## config.mk

```make
export PLATFORM = sky130hd
export DESIGN_NAME = sd_cmd_engine
export DESIGN_NICKNAME = d
export VERILOG_FILES = /design/src/rtl/sd_pkg.sv /design/src/rtl/sd_crc7.sv /design/src/rtl/sd_cmd_engine.sv
export SDC_FILE = /design/constraint.sdc
export NUM_CORES = 1
export LEC_CHECK = 0
export BUFFER_PORTS_ARGS = -buffer_cell sky130_fd_sc_hd__buf_4
export CAP_MARGIN = 20
export CORE_UTILIZATION = 53
export CTS_CLUSTER_DIAMETER = 100
export DETAILED_ROUTE_END_ITERATION = 10
export PLACE_DENSITY = 0.83
export SKIP_LAST_GASP = 1
export SYNTH_ARGS = -nofsm -noshare
export SYNTH_HDL_FRONTEND = slang
export SYNTH_SLANG_ARGS = --single-unit
```

## constraint.sdc

```tcl
create_clock -name clk -period 2.5 [get_ports clk]
set_clock_uncertainty 0.1 [all_clocks]
set_input_delay 0.375 -clock clk [delete_from_list [all_inputs] [get_ports clk]]
set_output_delay 0.375 -clock clk [all_outputs]
set_load 0.01 [all_outputs]
```

## src/rtl/sd_pkg.sv

```systemverilog
// Shared types and constants for the SD CMD-line engine.
package sd_pkg;

    typedef enum logic [1:0] {
        RESP_NONE = 2'd0,
        RESP_8    = 2'd1,
        RESP_40   = 2'd2,
        RESP_48   = 2'd3
    } resp_kind_t;

    typedef enum logic [2:0] {
        ST_IDLE,
        ST_PREAMBLE,
        ST_SEND,
        ST_WAIT_RESP,
        ST_RECV,
        ST_GAP
    } state_t;

    // x^7 + x^3 + 1 with the x^7 term implied by the shift
    localparam logic [6:0] CRC7_POLY = 7'h09;

    localparam int HALF_SLOW_DEF    = 125;
    localparam int HALF_FAST_DEF    = 2;
    localparam int RESP_TIMEOUT_DEF = 64;
    localparam int GAP_CYCLES_DEF   = 8;

    function automatic logic [5:0] resp_bits(input resp_kind_t k);
        case (k)
            RESP_8:  return 6'd8;
            RESP_40: return 6'd40;
            RESP_48: return 6'd48;
            default: return 6'd0;
        endcase
    endfunction

endpackage

```

## src/rtl/sd_crc7.sv

```systemverilog
// Serial CRC7, one message bit per enable, message MSB first; clear wins over enable.
module sd_crc7
    import sd_pkg::*;
(
    input  logic       clk,
    input  logic       rst_n,
    input  logic       i_clr,
    input  logic       i_en,
    input  logic       i_bit,
    output logic [6:0] o_crc
);

    logic [6:0] r_crc;
    logic       w_fb;

    assign w_fb  = i_bit ^ r_crc[6];
    assign o_crc = r_crc;

    always_ff @(posedge clk) begin
        if (!rst_n || i_clr)
            r_crc <= '0;
        else if (i_en)
            r_crc <= {r_crc[5:0], 1'b0} ^ (w_fb ? CRC7_POLY : 7'h00);
    end

endmodule

```

## src/rtl/sd_cmd_engine.sv

```systemverilog
// SD CMD-line engine: generates sd_cclk, sends one CRC7-framed command,
// captures the card response with timeout and reports status.
module sd_cmd_engine
    import sd_pkg::*;
#(
    parameter int CLK_HALF_SLOW = HALF_SLOW_DEF,
    parameter int CLK_HALF_FAST = HALF_FAST_DEF,
    parameter int RESP_TIMEOUT  = RESP_TIMEOUT_DEF,
    parameter int GAP_CYCLES    = GAP_CYCLES_DEF
) (
    input  logic        clk,
    input  logic        rst_n,
    input  logic        fast_clk,
    input  logic        cmd_valid,
    output logic        cmd_ready,
    input  logic [5:0]  cmd_index,
    input  logic [31:0] cmd_arg,
    input  logic [1:0]  resp_kind,
    output logic        done,
    output logic [47:0] resp_data,
    output logic        resp_timeout,
    output logic        resp_crc_err,
    output logic        sd_cclk,
    output logic        sd_cmd_out,
    output logic        sd_cmd_oe,
    input  logic        sd_cmd_in
);

    state_t      r_state;
    resp_kind_t  r_kind;
    logic        r_fast;
    logic [15:0] r_div;
    logic [15:0] r_cnt;
    logic [5:0]  r_bitcnt;
    logic [39:0] r_tx;
    logic [47:0] r_resp;
    logic        r_cclk, r_oe, r_out, r_ready, r_done, r_tmo, r_crc_err;

    logic [15:0] w_half_m1;
    logic        w_tick, w_rise, w_fall, w_accept, w_drive, w_tx_bit, w_tx_en, w_rx_en;
    logic [2:0]  w_crc_sel;
    logic [6:0]  w_crc_tx, w_crc_rx, w_crc_sh;
    logic [47:0] w_resp_nxt;

    assign w_half_m1 = r_fast ? 16'(CLK_HALF_FAST - 1) : 16'(CLK_HALF_SLOW - 1);
    assign w_tick    = (r_state != ST_IDLE) && (r_div == w_half_m1);
    assign w_rise    = w_tick && !r_cclk;
    assign w_fall    = w_tick && r_cclk;
    assign w_accept  = cmd_valid && r_ready;

    // Bit 0 of the frame goes out on the same fall that ends the preamble
    assign w_drive   = w_fall && ((r_state == ST_PREAMBLE && r_cnt == 16'd7) ||
                                  (r_state == ST_SEND && r_bitcnt != 6'd48));
    assign w_crc_sel = 3'(r_bitcnt - 6'd40);
    assign w_crc_sh  = w_crc_tx << w_crc_sel;
    assign w_tx_bit  = (r_bitcnt < 6'd40) ? r_tx[39] :
                       (r_bitcnt < 6'd47) ? w_crc_sh[6] : 1'b1;
    assign w_tx_en   = w_drive && (r_bitcnt < 6'd40);

    assign w_rx_en    = w_rise && (r_bitcnt < 6'd40) &&
                        ((r_state == ST_WAIT_RESP && !sd_cmd_in) || r_state == ST_RECV);
    assign w_resp_nxt = {r_resp[46:0], sd_cmd_in};

    sd_crc7 u_crc_tx (
        .clk   (clk),
        .rst_n (rst_n),
        .i_clr (w_accept),
        .i_en  (w_tx_en),
        .i_bit (w_tx_bit),
        .o_crc (w_crc_tx)
    );

    sd_crc7 u_crc_rx (
        .clk   (clk),
        .rst_n (rst_n),
        .i_clr (w_accept),
        .i_en  (w_rx_en),
        .i_bit (sd_cmd_in),
        .o_crc (w_crc_rx)
    );

    always_ff @(posedge clk) begin
        if (!rst_n) begin
            r_state   <= ST_IDLE;
            r_kind    <= RESP_NONE;
            r_fast    <= 1'b0;
            r_div     <= '0;
            r_cnt     <= '0;
            r_bitcnt  <= '0;
            r_tx      <= '0;
            r_resp    <= '0;
            r_cclk    <= 1'b0;
            r_oe      <= 1'b0;
            r_out     <= 1'b1;
            r_ready   <= 1'b1;
            r_done    <= 1'b0;
            r_tmo     <= 1'b0;
            r_crc_err <= 1'b0;
        end else begin
            r_done <= 1'b0;

            if (r_state == ST_IDLE) begin
                r_div  <= '0;
                r_cclk <= 1'b0;
            end else if (w_tick) begin
                r_div  <= '0;
                r_cclk <= ~r_cclk;
            end else begin
                r_div  <= r_div + 16'd1;
            end

            if (w_drive) begin
                r_out    <= w_tx_bit;
                r_bitcnt <= r_bitcnt + 6'd1;
                if (r_bitcnt < 6'd40)
                    r_tx <= {r_tx[38:0], 1'b0};
            end

            case (r_state)
                ST_IDLE: if (w_accept) begin
                    r_kind    <= resp_kind_t'(resp_kind);
                    r_fast    <= fast_clk;
                    r_tx      <= {2'b01, cmd_index, cmd_arg};
                    r_ready   <= 1'b0;
                    r_resp    <= '0;
                    r_tmo     <= 1'b0;
                    r_crc_err <= 1'b0;
                    r_oe      <= 1'b1;
                    r_out     <= 1'b1;
                    r_cnt     <= '0;
                    r_bitcnt  <= '0;
                    r_state   <= ST_PREAMBLE;
                end
                ST_PREAMBLE: if (w_fall) begin
                    if (r_cnt == 16'd7) begin
                        r_cnt   <= '0;
                        r_state <= ST_SEND;
                    end else begin
                        r_cnt   <= r_cnt + 16'd1;
                    end
                end
                ST_SEND: if (w_fall && r_bitcnt == 6'd48) begin
                    r_oe     <= 1'b0;
                    r_out    <= 1'b1;
                    r_bitcnt <= '0;
                    r_cnt    <= '0;
                    r_state  <= (r_kind == RESP_NONE) ? ST_GAP : ST_WAIT_RESP;
                end
                // A start bit on the final timeout edge is still accepted
                ST_WAIT_RESP: if (w_rise) begin
                    if (!sd_cmd_in) begin
                        r_resp   <= w_resp_nxt;
                        r_bitcnt <= 6'd1;
                        r_state  <= ST_RECV;
                    end else if (r_cnt == 16'(RESP_TIMEOUT - 1)) begin
                        r_tmo   <= 1'b1;
                        r_resp  <= '1;
                        r_cnt   <= '0;
                        r_state <= ST_GAP;
                    end else begin
                        r_cnt   <= r_cnt + 16'd1;
                    end
                end
                ST_RECV: if (w_rise) begin
                    r_resp   <= w_resp_nxt;
                    r_bitcnt <= r_bitcnt + 6'd1;
                    if (r_bitcnt + 6'd1 == resp_bits(r_kind)) begin
                        r_cnt   <= '0;
                        r_state <= ST_GAP;
                        if (r_kind == RESP_48)
                            r_crc_err <= (w_resp_nxt[7:1] != w_crc_rx) || !sd_cmd_in;
                    end
                end
                ST_GAP: if (w_fall) begin
                    if (r_cnt == 16'(GAP_CYCLES - 1)) begin
                        r_done  <= 1'b1;
                        r_ready <= 1'b1;
                        r_state <= ST_IDLE;
                    end else begin
                        r_cnt   <= r_cnt + 16'd1;
                    end
                end
                default: r_state <= ST_IDLE;
            endcase
        end
    end

    assign cmd_ready    = r_ready;
    assign done         = r_done;
    assign resp_data    = r_resp;
    assign resp_timeout = r_tmo;
    assign resp_crc_err = r_crc_err;
    assign sd_cclk      = r_cclk;
    assign sd_cmd_out   = r_out;
    assign sd_cmd_oe    = r_oe;

endmodule

```

==> flow_summary_export.csv, run 1 <==
group,metric,value,unit
synthesis,yosys.area.top_type,"dfxtp_1",
detailed_routing,firstDrtPassIters,5,
global_routing,grt_pass1_wl,32200,um
power,peakVddDrop,610,uV
floorplanning,rows,44,
floorplanning,die-area,0.0154,mm^2
synthesis,syn-cell-area,0.00790,mm^2
sta,setup_viol,27,
sta,slew_violations,0,
sta,whs,0.103,ns
placement,post_dp_cell_area,0.00913,mm^2
clock_tree,clock_path_buffers,2,
hold_path,hp-class,"in -> reg",
global_routing,grt_pass1_vias,6775,
sta,hold_violations,0,
cells_and_area,final_layout_size_suffix_gt1_frac,0.237,
cells_and_area,fillers,1116,
sta,slew_headroom,0.438,
clock_tree,insertion_delay,0.43,ns
detailed_routing,drtIter0Drc,744,
critical_path,critPathMaxFanout,8,
synthesis,yosysUniqueCellTypes,73,
run,maxCapViolations,0,
global_routing,antenna_found_initial,0,
detailed_routing,dr_total_vias,7658,
synthesis,yosysTopAreaCellShare,0.388,
sta,finalWorstSetupSlack,-0.0454,ns
synthesis,synth_edf_count,0,
clock_tree,clock-sinks,153,
floorplanning,ios,100,
synthesis,synth-main-ff-cell,"dfxtp_1",
critical_path,endpoint_kind,"flip-flop",
synthesis,synth-async-reset-ratio,0,
synthesis,yosysSeqAreaShare,0.388,
placement,hpwl,13100,um
detailed_routing,drt_drc_violations_left,0,
clock_tree,htreeDepth,4,
global_routing,grt_max_degree,95,
floorplanning,core,0.0145,mm^2
placement,io_buffers,99,
floorplanning,start_util,0.543,
critical_path,worstSetupStartpointType,"flip-flop",
sta,fmax,393,MHz
sta,fin_crit,2.55,ns
cells_and_area,syn_to_final_growth,27.6,%
detailed_routing,wl_per_cell,16.2,um
power,power.density,850,mW/mm^2
synthesis,ys_top_cells_by_area,"dfxtp_1 (39%), nand2_1 (11%), mux2i_1 (7.1%)",
synthesis,synth-seq-cells,153,
status,status,"complete, but fails checks",
clock_tree,cts_root_buf,"clkbuf_16",
critical_path,required,2.72,ns
critical_path,worstPathArrival,2.76,ns
synthesis,synth_nets,1030,
detailed_routing,vias_per_cell,5.91,
floorplanning,die_width,124,um
clock_tree,cts_hold_buf,0,
detailed_routing,routed_wl,21000,um
floorplanning,dieHeight,124,um
synthesis,ys.warnings.count,0,
sta,fin_crit_sh,1.02,
placement,gp_congestion,0.923,
cells_and_area,nets,1152,
sta,tightestPinTransition,0.843,ns
placement,dp_slack,-0.0773,ns
global_routing,overflow,0,
critical_path,critPathKind,"reg -> reg",
sta,rsz0062_at_grt,"yes",
power,cellLeakagePower,4.23,nW
status,violations,"negative setup slack",
cells_and_area,fin_area,0.0101,mm^2
synthesis,synthCells,978,
synthesis,postSynthAreaPerCell,8.07,um^2
cells_and_area,diodes,0,
global_routing,grt.total_usage,0.263,
clock_tree,cts_tree,"yes",
clock_tree,path_clk_slew,0.07,ns
detailed_routing,ant_nets,0,
clock_tree,cts_made_buffers,17,
-- report_power, final --
part | switching (W) | internal [W]
Combinational | 0.00168 | 0.00135
Sequential | 0.000171 | 0.00270
Clock | 0.00106 | 0.00160
Total | 0.00291 | 0.00565
-- worst max-delay path, stage by stage, from the launching register on --
cell and delay [ns]:
dfxtp_2 0.34, nor4b_4 0.36, nand3_4 0.20, a2111oi_4 0.55, o22ai_2 0.14, or3_4 0.40
a311o_1 0.35
-- timing repair --
action / in CTS / in global routing
cloned: 0 / 3
setup buffers: 1 / 8
resized for setup: 11 / 42
setup endpoints to repair: 14 / 73
pin swaps: 0 / 11
-- sequential cells by signal, summed over array words and instances (netlist names), 2 cells and up --
register	cells
u_crc_tx.o_crc	7
r_tx	40
r_div	16
r_cnt	16
resp_data	48
u_crc_rx.o_crc	7
r_bitcnt	6
r_state	3
r_kind	2
-- stage by stage --
step	utilization	std cells	TNS [ns]	total power, W
final	0.693	1296	-0.256	0.00856
after global routing	0.693	1296	-7.38	0.00894
after CTS	0.672	1285	-0.0135	0.00812
after detailed placement	0.628	1253	-0.511	0.00543
after global placement	0.628	1253	0	0.00540
after floorplan	-	978	0	0.00469
-- cells by family after synthesis --
| logic type | Yosys count | synth area share |
|---|---|---|
| AOI/OAI and AO/OA | 244 | 0.209 |
| xor gates and xnor gates | 30 | 0.0350 |
| adders and majority gates | 7 | 0.0111 |
| buffers and inverters | 91 | 0.0474 |
| DFF | 153 | 0.388 |
| muxes | 59 | 0.0767 |
| and+or+nand+nor | 394 | 0.233 |
-- cells in the mapped netlist, types with 7 or more instances --
cell type / count
nand2_1: 238
dfxtp_1: 153
clkbuf_1: 59
mux2i_1: 56
o21ai_0: 51
nor2_1: 49
a21o_1: 48
a31oi_1: 42
a21oi_1: 27
xnor2_1: 22
nand3_1: 19
or3_1: 16
inv_1: 15
a2111oi_0: 14
nand4_1: 13
o22ai_1: 13
and3_1: 11
buf_2: 8
a211oi_1: 7
ha_1: 7
nor3_1: 7
xor2_1: 7
-- layer usage --
metal  wire length (um)  track usage
met2              10500        0.424
met3               1030       0.0522
met4                310       0.0900
met5                  0            0
met1               9200        0.348
-- layout by cell type (no fill, tap or decap), drive strengths merged, types with 4 or more instances in the layout --
cell,netlist,routed
inv,16,18
o22ai,14,14
a21o,48,48
o32ai,4,4
nand4,13,13
mux2i,56,56
clkinv,0,4
a21oi,27,27
or3,17,17
or4,4,4
dfxtp,153,153
nor4,8,8
a2111oi,15,15
buf,16,176
o31ai,5,5
xor2,7,7
and3,11,11
a31oi,42,42
ha,7,7
nand3,22,22
nor2,49,49
o21ai,54,54
clkinvlp,0,4
a211oi,7,7
xnor2,22,22
nor3,7,7
clkbuf,59,20
nand2,238,238
-- worst paths after layout --
check	start	to	slack (ns)	cells after the start
worst min register to register	r_tx[39]$_SDFF_PN0_	r_tx[39]$_SDFF_PN0_	0.36	2
worst max register to register	r_div[3]$_SDFF_PP0_	r_state[1]$_SDFFE_PN0P_	-0.05	6
worst max-delay path	r_div[3]$_SDFF_PP0_	r_state[1]$_SDFFE_PN0P_	-0.05	6
worst min-delay path	fast_clk	r_fast$_SDFFE_PN0P_	0.10	3
-- cell type report --
| type | instances | area [um^2] | area share |
|---|---|---|---|
| Clock inverter | 13 | 169 | 0.0168 |
| Inverter | 16 | 60.1 | 0.00596 |
| Timing Repair Buffer | 178 | 1460 | 0.145 |
| Multi-Input combinational cell | 734 | 4650 | 0.462 |
| Clock buffer | 18 | 439 | 0.0436 |
| Sequential cell | 153 | 3070 | 0.304 |
| Tap cell | 184 | 230 | 0.0229 |
Power figures use the tool's default switching activity.
==> inputs of run 2 (changes only) <==
CAP_MARGIN = 30   (was 20)
SETUP_SLACK_MARGIN = 0.2   (was unset)
==> flow_summary_export.csv, run 2 (synthesis gave the netlist of run 1 again) <==
group,metric,value,unit
cells_and_area,fin_area,0.0111,mm^2
detailed_routing,ant_nets,0,
power,cellLeakagePower,4.70,nW
status,status,"complete, but fails checks",
placement,dp_cells,1247,
clock_tree,clock-sinks,153,
sta,whs,0.0846,ns
global_routing,grt_pass1_vias,7242,
cells_and_area,final_layout_size_suffix_gt1_frac,0.342,
global_routing,overflow,0,
detailed_routing,top_layer_used,"met5",
placement,io_buffers,99,
detailed_routing,route.met3.wl,2440,um
critical_path,critPathKind,"reg -> reg",
power,power.density,831,mW/mm^2
detailed_routing,wl_per_cell,21.0,um
detailed_routing,vias_per_cell,6.49,
run,maxCapViolations,0,
detailed_routing,dr_total_vias,8628,
placement,dp_slack,-0.143,ns
cells_and_area,largest_reg_flops,48,
detailed_routing,m1WireLength,10400,um
cells_and_area,fin_cells,1330,
detailed_routing,routed_wl,27900,um
sta,fin_crit,2.61,ns
floorplanning,core,0.0145,mm^2
critical_path,critPathMaxFanout,8,
cells_and_area,diodes,0,
cells_and_area,fillers,873,
floorplanning,rows,44,
sta,finalWorstSetupSlack,-0.112,ns
floorplanning,die_width,124,um
power,swShare,0.365,
global_routing,grt_pass1_wl,34700,um
cells_and_area,final_cell_mix,"nand2_1 (197), buf_4 (179), dfxtp_1 (140)",
clock_tree,cts_made_buffers,17,
global_routing,antenna_found_initial,0,
cells_and_area,mostFrequentLayoutCell,"nand2_1",
sta,slew_headroom,0.422,
global_routing,grt_max_degree,114,
clock_tree,path_clk_slew,0.08,ns
global_routing,grt.total_usage,0.285,
critical_path,worstPathArrival,2.85,ns
placement,hpwl,13000,um
clock_tree,cts_hold_buf,0,
clock_tree,cts_root_buf,"clkbuf_16",
critical_path,worstSetupStartpointType,"flip-flop",
floorplanning,die-area,0.0154,mm^2
sta,hold_violations,0,
detailed_routing,firstDrtPassIters,7,
placement,post_dp_cell_area,0.00912,mm^2
detailed_routing,drt_drc_violations_left,0,
sta,tightestPinTransition,0.865,ns
status,violations,"negative setup slack",
hold_path,hp-class,"in -> reg",
clock_tree,insertion_delay,0.45,ns
critical_path,required,2.74,ns
power,power_frac_seq,0.318,
clock_tree,htreeDepth,4,
power,totalPowerFinal,0.00926,W
floorplanning,dieHeight,124,um
floorplanning,ios,100,
power,peakVddDrop,576,uV
sta,slew_violations,0,
clock_tree,clock_path_buffers,2,
floorplanning,start_util,0.543,
placement,gp_congestion,0.926,
detailed_routing,wl_met2,13500,um
critical_path,endpoint_kind,"flip-flop",
sta,setup_viol,57,
cells_and_area,nets,1186,
sta,fmax,383,MHz
sta,rsz0062_at_grt,"yes",
cells_and_area,syn_to_final_growth,41.1,%
detailed_routing,drtIter0Drc,1170,
clock_tree,cts_tree,"yes",
power,clockPowerShare,0.291,
sta,fin_crit_sh,1.04,
power,internal_power,0.00587,W
power,p_switching,0.00338,W
power,combPwrFrac,0.392,
==> run 2: stage by stage <==
stage | utilization | TNS [ns]
2_1_floorplan | - | 0
3_3_place_gp | 0.627 | 0
3_5_place_dp | 0.627 | -0.755
4_1_cts | 0.698 | 0
5_1_grt | 0.767 | -8.80
6_report | 0.767 | -2.31
==> run 2: path summary, 6_finish.rpt <==
path	from	endpoint	slack [ns]	depth (start not counted)
worst min-delay path	resp_kind[0]	r_kind[0]$_SDFFE_PN0P_	0.08	3
worst max-delay path	r_div[3]$_SDFF_PP0_	u_crc_tx.o_crc[0]$_SDFFE_PP0P_	-0.11	8
worst max register to register	r_div[3]$_SDFF_PP0_	u_crc_tx.o_crc[0]$_SDFFE_PP0P_	-0.11	8
worst min register to register	resp_data[18]$_SDFFE_PN0P_	resp_data[18]$_SDFFE_PN0P_	0.38	2
==> run 2: layout make-up <==
type / instances / area [um^2] / share of cell area
well taps: 184 / 230 / 0.0207
clock inverters: 11 / 138 / 0.0124
flip-flops and latches: 153 / 3090 / 0.277
multi-input cells: 735 / 5270 / 0.473
clock buffers: 20 / 467 / 0.0419
inverters: 16 / 65.1 / 0.00584
repair buffers: 211 / 1890 / 0.169
==> run 2: power by group through the flow <==
stage / Sequential [W] / Combinational, W / Clock [W]
CTS: 0.00286 / 0.00284 / 0.00266
finish: 0.00294 / 0.00363 / 0.00269
global route: 0.00296 / 0.00379 / 0.00279
global placement: 0.00290 / 0.00252 / 0
detailed placement: 0.00290 / 0.00255 / 0
floorplan: 0.00288 / 0.00184 / 0
==> run 2: critical path, cell delays in order (launching register included) <==
cell and delay, ns:
dfxtp_4 0.36, nor4b_4 0.39, nand3_4 0.21, a2111o_1 0.59, nor4_4 0.20, buf_6 0.23, buf_12 0.16, nor2_1 0.05
a211oi_1 0.23
==> run 2: routing by layer <==
layer / global-route usage / vias up
met2: 0.463 / 556
li1: - / 3786
met4: 0.138 / 2
met1: 0.351 / 4125
met5: 0 / -
met3: 0.0701 / 159
==> run 2: timing repair <==
action | in CTS | in global routing
resized for setup | 63 | 143
endpoints found under the hold margin | 0 | 0
setup buffers | 21 | 18
gates cloned | 1 | 12
endpoints found under the setup margin | 125 | 144
pin swaps | 23 | 67
==> inputs of run 3 (changes only) <==
CORE_UTILIZATION = 55   (was 53)
PLACE_DENSITY = 0.82   (was 0.83)
clock period = 3 ns   (was 2.5 ns; I/O delays follow)
==> flow_summary_export.csv, run 3 (synthesis gave the netlist of run 1 again) <==
group,metric,value,unit
global_routing,overflow,0,
global_routing,grt_max_degree,81,
critical_path,critPathKind,"reg -> reg",
critical_path,r2r-start,"r_div[10]$_SDFF_PP0_",
sta,whs,0.177,ns
global_routing,grt.total_usage,0.269,
detailed_routing,drtIter0Drc,570,
clock_tree,clock-sinks,153,
detailed_routing,ant_nets,0,
cells_and_area,utilization,0.675,
critical_path,ff2ff_path_depth,7,
critical_path,crit_start,"r_div[10]$_SDFF_PP0_",
clock_tree,path_clk_slew,0.06,ns
placement,dp_slack,0.339,ns
critical_path,rrSetupSlack,0.32,ns
clock_tree,cts_made_buffers,17,
power,peakVddDrop,466,uV
sta,fmax,373,MHz
floorplanning,core,0.0139,mm^2
critical_path,endpoint_kind,"flip-flop",
clock_tree,insertion_delay,0.42,ns
status,status,"completed",
critical_path,worstSetupStartpointType,"flip-flop",
cells_and_area,nets,1100,
detailed_routing,dr_total_vias,7348,
detailed_routing,wl_per_cell,15.5,um
floorplanning,start_util,0.567,
detailed_routing,firstDrtPassIters,5,
detailed_routing,vias_per_cell,5.93,
floorplanning,rows,43,
sta,tns,0,ns
sta,slew_violations,0,
detailed_routing,routed_wl,19300,um
global_routing,grt_pass1_wl,32300,um
floorplanning,die-area,0.0148,mm^2
global_routing,grt_pass1_vias,6758,
sta,fin_crit_sh,0.894,
clock_tree,cts_tree,"yes",
floorplanning,dieHeight,122,um
floorplanning,ios,100,
clock_tree,clock_path_buffers,2,
hold_path,hp-class,"in -> reg",
sta,setup_viol,0,
cells_and_area,mostFrequentLayoutCell,"nand2_1",
placement,hpwl,12500,um
hold_path,hold_path_end,"r_fast$_SDFFE_PN0P_",
cells_and_area,largest_reg_flops,48,
sta,hold_violations,0,
hold_path,hp-start,"fast_clk",
cells_and_area,multi_input_area,0.00450,mm^2
global_routing,antenna_found_initial,0,
hold_path,hold_path_depth,3,
cells_and_area,final_layout_size_suffix_gt1_frac,0.170,
detailed_routing,drt_drc_violations_left,0,
cells_and_area,fillers,1131,
clock_tree,cts_hold_buf,0,
cells_and_area,final_cell_mix,"nand2_1 (237), dfxtp_1 (153), buf_4 (123)",
sta,finalWorstSetupSlack,0.318,ns
floorplanning,die_width,122,um
placement,gp_congestion,0.881,
sta,slew_headroom,0.424,
critical_path,required,3.18,ns
critical_path,worstPathArrival,2.87,ns
clock_tree,htreeDepth,4,
placement,io_buffers,99,
critical_path,critPathMaxFanout,48,
cells_and_area,diodes,0,
cells_and_area,syn_to_final_growth,19.2,%
run,maxCapViolations,0,
sta,tightestPinTransition,0.857,ns
critical_path,r2r_end,"resp_data[28]$_SDFFE_PN0P_",
power,cellLeakagePower,3.92,nW
clock_tree,cts_root_buf,"clkbuf_16",
power,power.density,692,mW/mm^2
cells_and_area,regArea,0.00306,mm^2
sta,rsz0062_at_grt,"yes",
sta,fin_crit,2.68,ns
[run 3: cell count changes in the layout (fill, tap and decap cells not counted), sizes merged]
cell,change
clkinv,-2
inv,-3
nor2,-1
buf,-78
clkbuf,-3
[run 3: layout make-up]
class | count | share of cell area
multi-input cells | 734 | 0.478
flip-flops and latches | 153 | 0.325
repair buffers | 126 | 0.104
clock buffers | 24 | 0.0522
well taps | 180 | 0.0239
clock inverters | 6 | 0.00944
inverters | 16 | 0.00638
[run 3: worst max path at each step]
stage          slack [ns]                             end  cells after the start
2_1_floorplan        0.53         r_state[1]$_SDFFE_PN0P_                      6
3_3_place_gp         0.38      resp_data[37]$_SDFFE_PN0P_                      7
3_5_place_dp         0.34  u_crc_tx.o_crc[3]$_SDFFE_PP0P_                      6
4_1_cts              0.33             r_tx[16]$_SDFF_PN0_                      7
5_1_grt              0.15           r_cnt[8]$_SDFFE_PN0P_                      9
6_report             0.32      resp_data[28]$_SDFFE_PN0P_                      7
[run 3: power by group]
part / internal (W) / switching (W) / leakage [nW]
sequential: 0.00225 / 0.000177 / 1.24
clock: 0.00131 / 0.000808 / 0.279
combinational: 0.000820 / 0.00116 / 2.40
total: 0.00437 / 0.00214 / 3.92
[run 3: per-layer routing]
| metal | GRT usage | wire length [um] | vias up |
|---|---|---|---|
| met3 | 0.0604 | 1210 | 30 |
| met1 | 0.348 | 8300 | 3473 |
| li1 | - | - | 3616 |
| met2 | 0.437 | 9320 | 229 |
| met5 | 0 | 0 | - |
| met4 | 0.0980 | 412 | 0 |
[run 3: per-stage QoR]
| step | std cells | area (um^2) | total power [W] |
|---|---|---|---|
| 4_1_cts | 1239 | 9380 | 0.00650 |
| 3_5_place_dp | 1209 | 8790 | 0.00438 |
| 2_1_floorplan | 978 | 7900 | 0.00391 |
| 5_1_grt | 1239 | 9410 | 0.00682 |
| 6_report | 1239 | 9410 | 0.00652 |
| 3_3_place_gp | 1209 | 8790 | 0.00436 |
[run 3: critical path, cell delays in order (launching register included)]
cell and delay (ns):
dfxtp_1 0.38, nor4_4 0.42, nand3_2 0.22, a2111oi_0 0.61
o21ai_1 0.15, a21bo_2 0.25, buf_12 0.20, mux2i_1 0.17
[run 3: repair_timing]
action,CTS,global route
buffers inserted,0,0
gates resized for setup,0,9
setup endpoints to repair,0,57
